===== src/rtl/risc16_exec_core.sv =====
// risc16_exec_core: execute / memory / write-back stage of the 16-bit
// single-cycle RISC. Holds the register file, ALU with operand-B mux,
// word-addressed data memory and the write-back mux.
//
// Ports:
//   clk, rst                          clock, async active-high reset
//   reg_read_addr_1/2, reg_write_dest register file addresses
//   reg_write                         register write enable
//   imm, alu_src                      immediate and operand-B select
//   alu_control                       ALU operation select
//   mem_write, mem_read, mem_to_reg   data memory / write-back controls
//   reg_read_data_1/2                 register read data (combinational)
//   alu_result, zero                  ALU result and zero flag
//   mem_read_data, wb_data            memory read data, write-back value
//
// Optional feature: define ZERO_REG_EN to hard-wire register 0 to zero.

module risc16_exec_core #(
    parameter int unsigned DATA_W     = 16,
    parameter int unsigned REG_AW     = 3,
    parameter int unsigned DMEM_DEPTH = 8
) (
    input  logic              clk,
    input  logic              rst,
    input  logic [REG_AW-1:0] reg_read_addr_1,
    input  logic [REG_AW-1:0] reg_read_addr_2,
    input  logic [REG_AW-1:0] reg_write_dest,
    input  logic              reg_write,
    input  logic [DATA_W-1:0] imm,
    input  logic              alu_src,
    input  logic [2:0]        alu_control,
    input  logic              mem_write,
    input  logic              mem_read,
    input  logic              mem_to_reg,
    output logic [DATA_W-1:0] reg_read_data_1,
    output logic [DATA_W-1:0] reg_read_data_2,
    output logic [DATA_W-1:0] alu_result,
    output logic              zero,
    output logic [DATA_W-1:0] mem_read_data,
    output logic [DATA_W-1:0] wb_data
);

    localparam int unsigned NUM_REGS = 1 << REG_AW;
    localparam int unsigned MEM_AW   = $clog2(DMEM_DEPTH);
    localparam int unsigned SH_W     = $clog2(DATA_W);

    logic [DATA_W-1:0] regs [NUM_REGS];
    logic [DATA_W-1:0] mem  [DMEM_DEPTH];
    logic [DATA_W-1:0] op_b;
    logic [MEM_AW-1:0] mem_idx;
    logic              reg_we;

    // Register read ports: combinational, no write bypass
`ifdef ZERO_REG_EN
    assign reg_read_data_1 = (reg_read_addr_1 == '0) ? '0 : regs[reg_read_addr_1];
    assign reg_read_data_2 = (reg_read_addr_2 == '0) ? '0 : regs[reg_read_addr_2];
    assign reg_we          = reg_write && (reg_write_dest != '0);
`else
    assign reg_read_data_1 = regs[reg_read_addr_1];
    assign reg_read_data_2 = regs[reg_read_addr_2];
    assign reg_we          = reg_write;
`endif

    assign op_b = alu_src ? imm : reg_read_data_2;

    // ALU; shifts use only the low bits of operand B
    always_comb begin
        alu_result = '0;
        case (alu_control)
            3'b000: alu_result = reg_read_data_1 + op_b;
            3'b001: alu_result = reg_read_data_1 - op_b;
            3'b010: alu_result = ~reg_read_data_1;
            3'b011: alu_result = reg_read_data_1 << op_b[SH_W-1:0];
            3'b100: alu_result = reg_read_data_1 >> op_b[SH_W-1:0];
            3'b101: alu_result = reg_read_data_1 & op_b;
            3'b110: alu_result = reg_read_data_1 | op_b;
            3'b111: alu_result = DATA_W'(reg_read_data_1 < op_b);
        endcase
    end

    assign zero = (alu_result == '0);

    // Byte address from the ALU: drop bit 0, upper bits wrap
    assign mem_idx       = alu_result[MEM_AW:1];
    assign mem_read_data = mem_read ? mem[mem_idx] : '0;
    assign wb_data       = mem_to_reg ? mem_read_data : alu_result;

    // Register file write port
    always_ff @(posedge clk or posedge rst) begin
        if (rst) begin
            regs <= '{default: '0};
        end else if (reg_we) begin
            regs[reg_write_dest] <= wb_data;
        end
    end

    // Data memory write port; store data always comes from register B
    always_ff @(posedge clk or posedge rst) begin
        if (rst) begin
            mem <= '{default: '0};
        end else if (mem_write) begin
            mem[mem_idx] <= reg_read_data_2;
        end
    end

endmodule


===== config.mk =====
export PLATFORM = sky130hd
export DESIGN_NAME = risc16_exec_core
export DESIGN_NICKNAME = d
export VERILOG_FILES = /design/src/rtl/risc16_exec_core.sv
export SDC_FILE = /design/constraint.sdc
export NUM_CORES = 1
export LEC_CHECK = 0
export BUFFER_PORTS_ARGS = -buffer_cell sky130_fd_sc_hd__clkbuf_2
export CAP_MARGIN = 20
export CORE_MARGIN = 2
export CORE_UTILIZATION = 60
export CTS_CLUSTER_DIAMETER = 80
export DETAILED_ROUTE_END_ITERATION = 12
export PLACE_DENSITY_LB_ADDON = 0.1
export SYNTH_ARGS = -nofsm -noshare
export SYNTH_HDL_FRONTEND = slang
export SYNTH_SLANG_ARGS = --single-unit

===== constraint.sdc =====
create_clock -name clk -period 11.87 [get_ports clk]
set_input_delay 0 -clock clk [delete_from_list [all_inputs] [get_ports clk]]
set_output_delay 0 -clock clk [all_outputs]
set_load 0.01 [all_outputs]

# Word level (Yosys, flattened, before mapping)
# Index checks and enable logic that the tools add are counted.
dict set report totals {
  ff_bits 256
  input_bits 35
}
dict set report classes {
  n_addsub 2
  n_lt_le_gt_ge 7
  eq_ne 7
  shift 2
  muxes 19
  bitwise 7
  n_reduce_logical 4
}
# op n
set ops {}
lappend ops {{bitwise mux 128 bit} 2}
lappend ops {{2-to-1 mux 16 bit} 11}
lappend ops {{binary-select mux 16 bit (select 3 bit)} 3}
lappend ops {{one-hot mux 16 bit (8 select lines)} 1}
lappend ops {{demux 16 bit (select 3 bit)} 2}
lappend ops {{adder 16 bit} 1}
lappend ops {{bitwise AND 16 bit} 1}
lappend ops {{greater-or-equal comparator 4 bit (second input constant)} 4}
lappend ops {{zero test 16 bit} 1}
lappend ops {{less-than comparator 16 bit} 1}
lappend ops {{NOT 16 bit} 1}
lappend ops {{NOT 3 -> 4 bit} 4}
lappend ops {{bitwise OR 16 bit} 1}
lappend ops {{<< shifter 16 x 4 -> 16 bit} 1}
lappend ops {{>> shifter 16 x 4 -> 16 bit} 1}
lappend ops {{subtractor 16 bit} 1}
lappend ops {{== test 3 bit (second input constant)} 4}
lappend ops {{less-than comparator 4 x 1 -> 1 bit (second input constant)} 2}
lappend ops {{== test 3 x 2 -> 1 bit (second input constant)} 2}
lappend ops {{== test 3 x 1 -> 1 bit (second input constant)} 1}
lappend ops {{zero test 3 bit} 1}
lappend ops {{logical AND 1 bit} 2}

# Longest topological paths before layout
dict set report logic_depth {
  depth_word 14
  ltp_mapped 25
}

# Least setup slack after synthesis
# Ideal clock, no wire load.
dict set report synth_timing {
  kind {input to register}
  startpoint {in reg_read_addr_2[0]}
  endpoint {reg regs[111] (netlist bit)}
  t_arrival_ns 5.307
  slack_ns 6.438
  stages 21
  path_cell_list {buf_6 buf_2 mux2_2 mux4_2 mux2i_1 buf_2 buf_2 buf_1 ha_1 o21ai_0 or3b_2 a311o_1 a22o_1 a2bb2oi_1 nor3_4 inv_2 nor2_2 buf_4 a31oi_1 a32o_1 mux2_2}
}
dict set report synth_between {
  elab_chain_len 14
  word_cells_on_any_way 19
  cone_classes {add/sub (2); shift (2); mux (11); bitwise (4)}
}
# item line
set synth_lines {}
lappend synth_lines {{from (decl)} 26} ;# input logic [REG_AW-1:0] reg_read_addr_2,
lappend synth_lines {{NOT 3 -> 4 bit (implied by the code) (*)} 60} ;# assign reg_read_data_2 = regs[reg_read_addr_2];
lappend synth_lines {{binary-select mux 16 bit (select 3 bit) (*)} 60}
lappend synth_lines {{2-to-1 mux 16 bit (implied by the code) (*) (2 in a row)} 60}
lappend synth_lines {{named net reg_read_data_2[2]} 36} ;# output logic [DATA_W-1:0] reg_read_data_2,
lappend synth_lines {{2-to-1 mux 16 bit (*)} 64} ;# assign op_b = alu_src ? imm : reg_read_data_2;
lappend synth_lines {{subtractor 16 bit (tied with other cells)} 71} ;# 3'b001: alu_result = reg_read_data_1 - op_b;
lappend synth_lines {{one-hot mux 16 bit (8 select lines) (*)} 69} ;# case (alu_control)
lappend synth_lines {{named net alu_result[3]} 37} ;# output logic [DATA_W-1:0] alu_result,
lappend synth_lines {{NOT 3 -> 4 bit (implied by the code) (*)} 85} ;# assign mem_read_data = mem_read ? mem[mem_idx] : '0;
lappend synth_lines {{binary-select mux 16 bit (select 3 bit) (*)} 85}
lappend synth_lines {{2-to-1 mux 16 bit (implied by the code) (*) (2 in a row)} 85}
lappend synth_lines {{2-to-1 mux 16 bit (*)} 85}
lappend synth_lines {{2-to-1 mux 16 bit (*)} 86} ;# assign wb_data = mem_to_reg ? mem_read_data : alu_result;
lappend synth_lines {{named net wb_data[15]} 40} ;# output logic [DATA_W-1:0] wb_data
lappend synth_lines {{bitwise mux 128 bit (*)} 93} ;# regs[reg_write_dest] <= wb_data;
lappend synth_lines {{to (signal, indexed assignment)} 93}
lappend synth_lines {{to (decl)} 47} ;# logic [DATA_W-1:0] regs [NUM_REGS];
# Mark *: on every way through the listed nets, which the timed path passes. The rest lies on a longest branch. The select of a mux whose other input is x is not followed.
# A chain may end at the register's enable or synchronous reset.

# Worst setup path in the final report
dict set report layout_timing {
  startpoint {reg regs[96] (netlist bit)}
  endpoint {out wb_data[7]}
}
dict set report layout_between {
  elab_chain_len 12
  word_cells_on_any_way 18
  cone_classes {add/sub (2); shift (2); mux (13); bitwise (1)}
}
# item line
set layout_lines {}
lappend layout_lines {{binary-select mux 16 bit (select 3 bit)} 60}
lappend layout_lines {{2-to-1 mux 16 bit (implied by the code) (2 in a row)} 60}
lappend layout_lines {{2-to-1 mux 16 bit} 64}
lappend layout_lines {{subtractor 16 bit (tied with other cells)} 71}
lappend layout_lines {{one-hot mux 16 bit (8 select lines) (*)} 69}
lappend layout_lines {{NOT 3 -> 4 bit (implied by the code)} 85}
lappend layout_lines {{binary-select mux 16 bit (select 3 bit)} 85}
lappend layout_lines {{2-to-1 mux 16 bit (implied by the code) (2 in a row)} 85}
lappend layout_lines {{2-to-1 mux 16 bit} 85}
lappend layout_lines {{2-to-1 mux 16 bit (*)} 86}
lappend layout_lines {{to (decl)} 40}
# Every way passes the cells marked *; elsewhere a longest branch is shown, timed or not. The select of a mux whose other input is x is not followed.

==> metrics.md <==
| Metric | Value |
|---|---|
| Number of buffers inserted to repair setup after CTS | 0 |
| CTS Buf Count | 27 |
| Result of the run | complete, no violations |
| Final Slew Violations | 0 |
| Clock tree from TritonCTS | done |
| Switching part of the total power | 0.437 |
| Mean instance size in the synthesized netlist | 10.4 sq um |
| Number of synthesis warnings | 0 |
| Mux contribution to synthesized area | 0.260 |
| Via-per-instance ratio | 6.93 |
| Count of buffering cells on the critical path with inverters included | 7 |
| Kind of cell adding the most delay to the critical path | compound AO/OA/AOI/OAI gates |
| Count of different cell masters after synthesis | 96 |
| Antenna violations before repair | 0 |
| Number of cells on the worst reg-to-reg path | 20 |
| Cell with the most instances after synthesis | sky130_fd_sc_hd__dfrtp_1 |
| Fraction of post-synthesis cell area in the top cell type by area | 0.375 |
| CTS root buffer | sky130_fd_sc_hd__clkbuf_16 |
| Portion of total power attributed to combinational logic | 0.524 |
| Max frequency | 137 MHz |
| Total Power | 4860 uW |
| Total negative slack | 0 ns |
| CTS H-Tree Depth | 1 |
| Clock tree sinks | 256 |
| RSZ-0062 raised after global routing | no |
| Placed Cells incl. Taps | 2053 |
| Final nets | 1794 |
| Number of ports placed on the die boundary | between 100 and 150 |
| First-pass GRT wire length | 86.3 mm |
| Arithmetic-cell share of the synthesized area counting full adders, half adders and majority gates | 0.0382 |
| Number of violations of the max-capacitance limit | 0 |
| Dominant combinational cell family by area after synthesis | multiplexers |
| Number of DRC markers in iteration 0 | 1603 |
| Starting Density | 0.612 |
| Instance count of the mapped netlist | ~1600 |
| Buffer levels on the longest clock path | 3 |
| HPWL reported at the end of detailed placement | 39.5 mm |
| PostCTS Resize Cnt | 0 |
| Worst Path Arrival | 7.31 ns |
| Post-synth EDFFs | 0 |
| Origin of the critical flop-to-flop path | regs[96] |
| Cell types with the highest counts after synthesis | sky130_fd_sc_hd__dfrtp_1 (256), sky130_fd_sc_hd__mux2_2 (198), sky130_fd_sc_hd__nand2_1 (161) |
| Max transition margin | 0.220 |
| DRC | 0 |
| R2r endpoint | regs[87] |
| Final std cells w/o fill | 2107 |
| Reg clk slew, reported paths | 0.06 ns |
| Endpoint kind of the worst setup timing path | primary output |
| Clk_skew | 0.0308 ns |
| Cell accounting for the most synthesized area | sky130_fd_sc_hd__dfrtp_1 |
| Layout area overhead | 10.1% |
| Leading register cell type out of synthesis | sky130_fd_sc_hd__dfrtp_1 |
| Startpoint kind of the worst setup timing path | flop |
| Port-buffer cells | 115 |
| Tcrit/Tclk final | 0.616 |
| Via count of the first global-routing pass | ~14000 |
| GP Congestion | 0.935 |
| Async set-or-reset flop fraction in the synthesized netlist | 1.00 |
| Compound-Gate Fraction of Synth Area | 0.166 |
| Final worst path period need | 7.31 ns |
| Routed via count | 14600 |
| Actual slew at the worst max-slew pin | 1.17 ns |
| Detailed Route WL | 56.6 mm |
| Die Area | 29800 sq um |
| Leakage power figure | 0.00854 uW |
| Horizontal die dimension | 173 um |
| Layout filler cell count | ~2300 |
| Worst min-delay path class | primary input to flop |
| Sequential share of power | 0.303 |
| Cell area after synthesis | 17100 sq um |
| Hold Worst Slack | approximately 0.093 ns |
| Worst-path fanout max | 53 |
| P per Cell Area | about 260 nW/um^2 |
| Critical Path RT | approximately 12 ns |
| Cell internal pwr | 2730 uW |
| Die span in y | 173 um |
| Instance count along the most critical hold path | 5 |
| Net switching power | 2120 uW |
| Total routing resource utilization after global routing | 0.374 |
| Row cnt | 61 |
| Fraction of the yosys area taken by sequential cells | 0.375 |
| Remaining global-route overflow | 0 |
| Antenna viol nets, final | 0 |
| Delay of the slowest critical-path stage | 0.59 ns |
| Wire length per cell | 26.9 um |
| Share of synthesized cell area in and, or, nand and nor gates | 0.111 |
| Launch instance of the worst min-delay path | reg_write_dest[2] |
| Total iterations of the first detailed-routing run | 5 |
| Fraction of power consumed by the clock network | 0.172 |
| Count of final hold-check violations | 0 |
| Peak supply drop | around 0.00018 V |
| R2r setup slk | 5.13 ns |
| Synthesized flop and latch total | between 200 and 300 |
| Hold EP | regs[36] |
| Number of failing setup endpoints in the final timing report | 0 |
| Cell breakdown of the critical path | mux2i_1 -> mux4_2 -> inv_2 -> a21boi_2 -> buf_4 -> inv_1 -> ha_1 -> inv_1 -> fa_1 -> o31ai_1 -> o32ai_1 -> a21oi_1 -> o21ai_0 -> a22o_4 -> nor2_8 -> inv_4 -> mux2_1 -> o211a_1 -> a32oi_2 -> inv_1 -> clkbuf_2 |
| Clk_lat worst skew | 0.57 ns |
| Most used cell, CP | sky130_fd_sc_hd__inv_1 |
| Layout cells sized above 1 | 0.285 |
| Crit-path slowest cell | sky130_fd_sc_hd__mux4_2 |
| Critical path class | flop to primary output |
| Largest cells by area after synthesis | sky130_fd_sc_hd__dfrtp_1 (37%), sky130_fd_sc_hd__mux2_2 (13%), sky130_fd_sc_hd__mux4_2 (7.0%), sky130_fd_sc_hd__mux2i_1 (5.3%), sky130_fd_sc_hd__ha_1 (3.6%) |
| Post-Synthesis Net Count | 1726 |
| CORE AREA | 27900 sq um |
| Post-synthesis share of cell area spent on xor and xnor gates | 0.00461 |
| Pin count of the biggest net entering global routing | 118 |
[final cells by class]
| type | instances | area [sq um] | area share |
|---|---|---|---|
| multi-input combinational | 1202 | 9920 | 0.527 |
| sequential | 256 | 6410 | 0.341 |
| timing repair buffer | 151 | 856 | 0.0455 |
| clock buffer | 43 | 836 | 0.0444 |
| tap | 378 | 473 | 0.0251 |
| inverter | 70 | 273 | 0.0145 |
| clock inverter | 5 | 43.8 | 0.00233 |
| antenna | 2 | 5.00 | 0.000266 |
[cells in the final DEF, fill, tap and decap left out, drive strengths merged, types with 7 or more instances in the layout]
cell type / Yosys / final
nand3: 19 / 19
a31oi: 9 / 9
a211o: 7 / 7
a21oi: 86 / 86
nor2: 91 / 91
o2111ai: 7 / 7
and4: 11 / 11
or3: 7 / 7
a221o: 10 / 10
nand4: 11 / 11
a221oi: 12 / 12
a32oi: 10 / 10
nor2b: 11 / 11
nor3: 23 / 23
nand2b: 15 / 15
buf: 48 / 35
o221ai: 9 / 9
mux4: 53 / 53
a21o: 8 / 8
and2: 12 / 12
xnor2: 7 / 7
inv: 68 / 70
ha: 49 / 49
dfrtp: 256 / 256
o22a: 12 / 12
o22ai: 22 / 22
o21ai: 91 / 91
and3: 11 / 11
clkbuf: 64 / 158
nand2: 161 / 161
o211ai: 32 / 32
mux2: 206 / 206
o31ai: 15 / 15
mux2i: 92 / 92
[timing repair]
item	in CTS	in global routing
hold endpoints to repair	115	0
hold buffers	1	0
endpoints found under the setup margin	0	0
[metrics by stage]
stage                     cell area [sq um]  setup WS, ns   util
final                                 18800          4.56  0.673
after CTS                             18800          4.72  0.672
after global routing                  18800          4.19  0.673
after detailed placement              17900          4.92  0.640
after floorplan                       17100          4.83      -
after global placement                17900          5.08  0.640
[worst max path at each step]
stage	startpoint	endpoint	slack, ns	depth (start not counted)
floorplan	rst	mem[0]	4.83	1
detailed placement	reg_read_addr_2[0]	regs[55]	4.92	22
global route	regs[0]	wb_data[7]	4.19	21
finish	regs[96]	wb_data[7]	4.56	21
CTS	regs[0]	wb_data[7]	4.72	21
global placement	reg_read_addr_2[0]	wb_data[7]	5.08	23
[cells by family (layout without fill, tap and decap cells)]
group | count (synthesis) | after routing
AOI/OAI and AO/OA | 398 | 398
and+or+nand+nor | 393 | 393
muxes | 351 | 351
DFF | 256 | 256
buffers and inverters | 182 | 269
adders and majority gates | 51 | 51
xor gates and xnor gates | 9 | 9
other | 0 | 2
[power by group through the flow]
stage | combinational (uW) | sequential (uW) | clock [uW]
final | 2550 | 1470 | 838
after global placement | 2430 | 1460 | 0
after CTS | 2490 | 1460 | 841
after floorplan | 1740 | 1400 | 0
after global routing | 2710 | 1510 | 877
after detailed placement | 2470 | 1480 | 0
[metal layers]
metal | GRT usage | vias up | wire length (um)
met4 | 0.164 | 0 | 2740
met3 | 0.0519 | 166 | 4790
met1 | 0.530 | 7323 | 23500
li1 | - | 6261 | -
met2 | 0.578 | 850 | 25600
met5 | 0 | - | 0
[registers in the layout (all words and copies together), names as in the netlist]
register and count:
regs 128, mem 128
[worst register-to-register path, cell delays in order, from the launching register on]
cell                       delay, ns
sky130_fd_sc_hd__dfrtp_1        0.38
sky130_fd_sc_hd__mux2i_1        0.08
sky130_fd_sc_hd__mux4_2         0.59
sky130_fd_sc_hd__inv_2          0.22
sky130_fd_sc_hd__a21boi_2       0.08
sky130_fd_sc_hd__buf_4          0.28
sky130_fd_sc_hd__inv_1          0.56
sky130_fd_sc_hd__ha_1           0.30
sky130_fd_sc_hd__inv_1          0.07
sky130_fd_sc_hd__fa_1           0.47
sky130_fd_sc_hd__o31ai_1        0.27
sky130_fd_sc_hd__o32ai_1        0.15
sky130_fd_sc_hd__a21oi_1        0.23
sky130_fd_sc_hd__o21ai_0        0.17
sky130_fd_sc_hd__a22o_4         0.28
sky130_fd_sc_hd__nor2_8         0.54
sky130_fd_sc_hd__inv_4          0.46
sky130_fd_sc_hd__mux2_1         0.49
sky130_fd_sc_hd__o211a_1        0.23
sky130_fd_sc_hd__a32oi_2        0.57
sky130_fd_sc_hd__o21ai_1        0.17
Note: power is estimated with default switching activity, not from simulation.
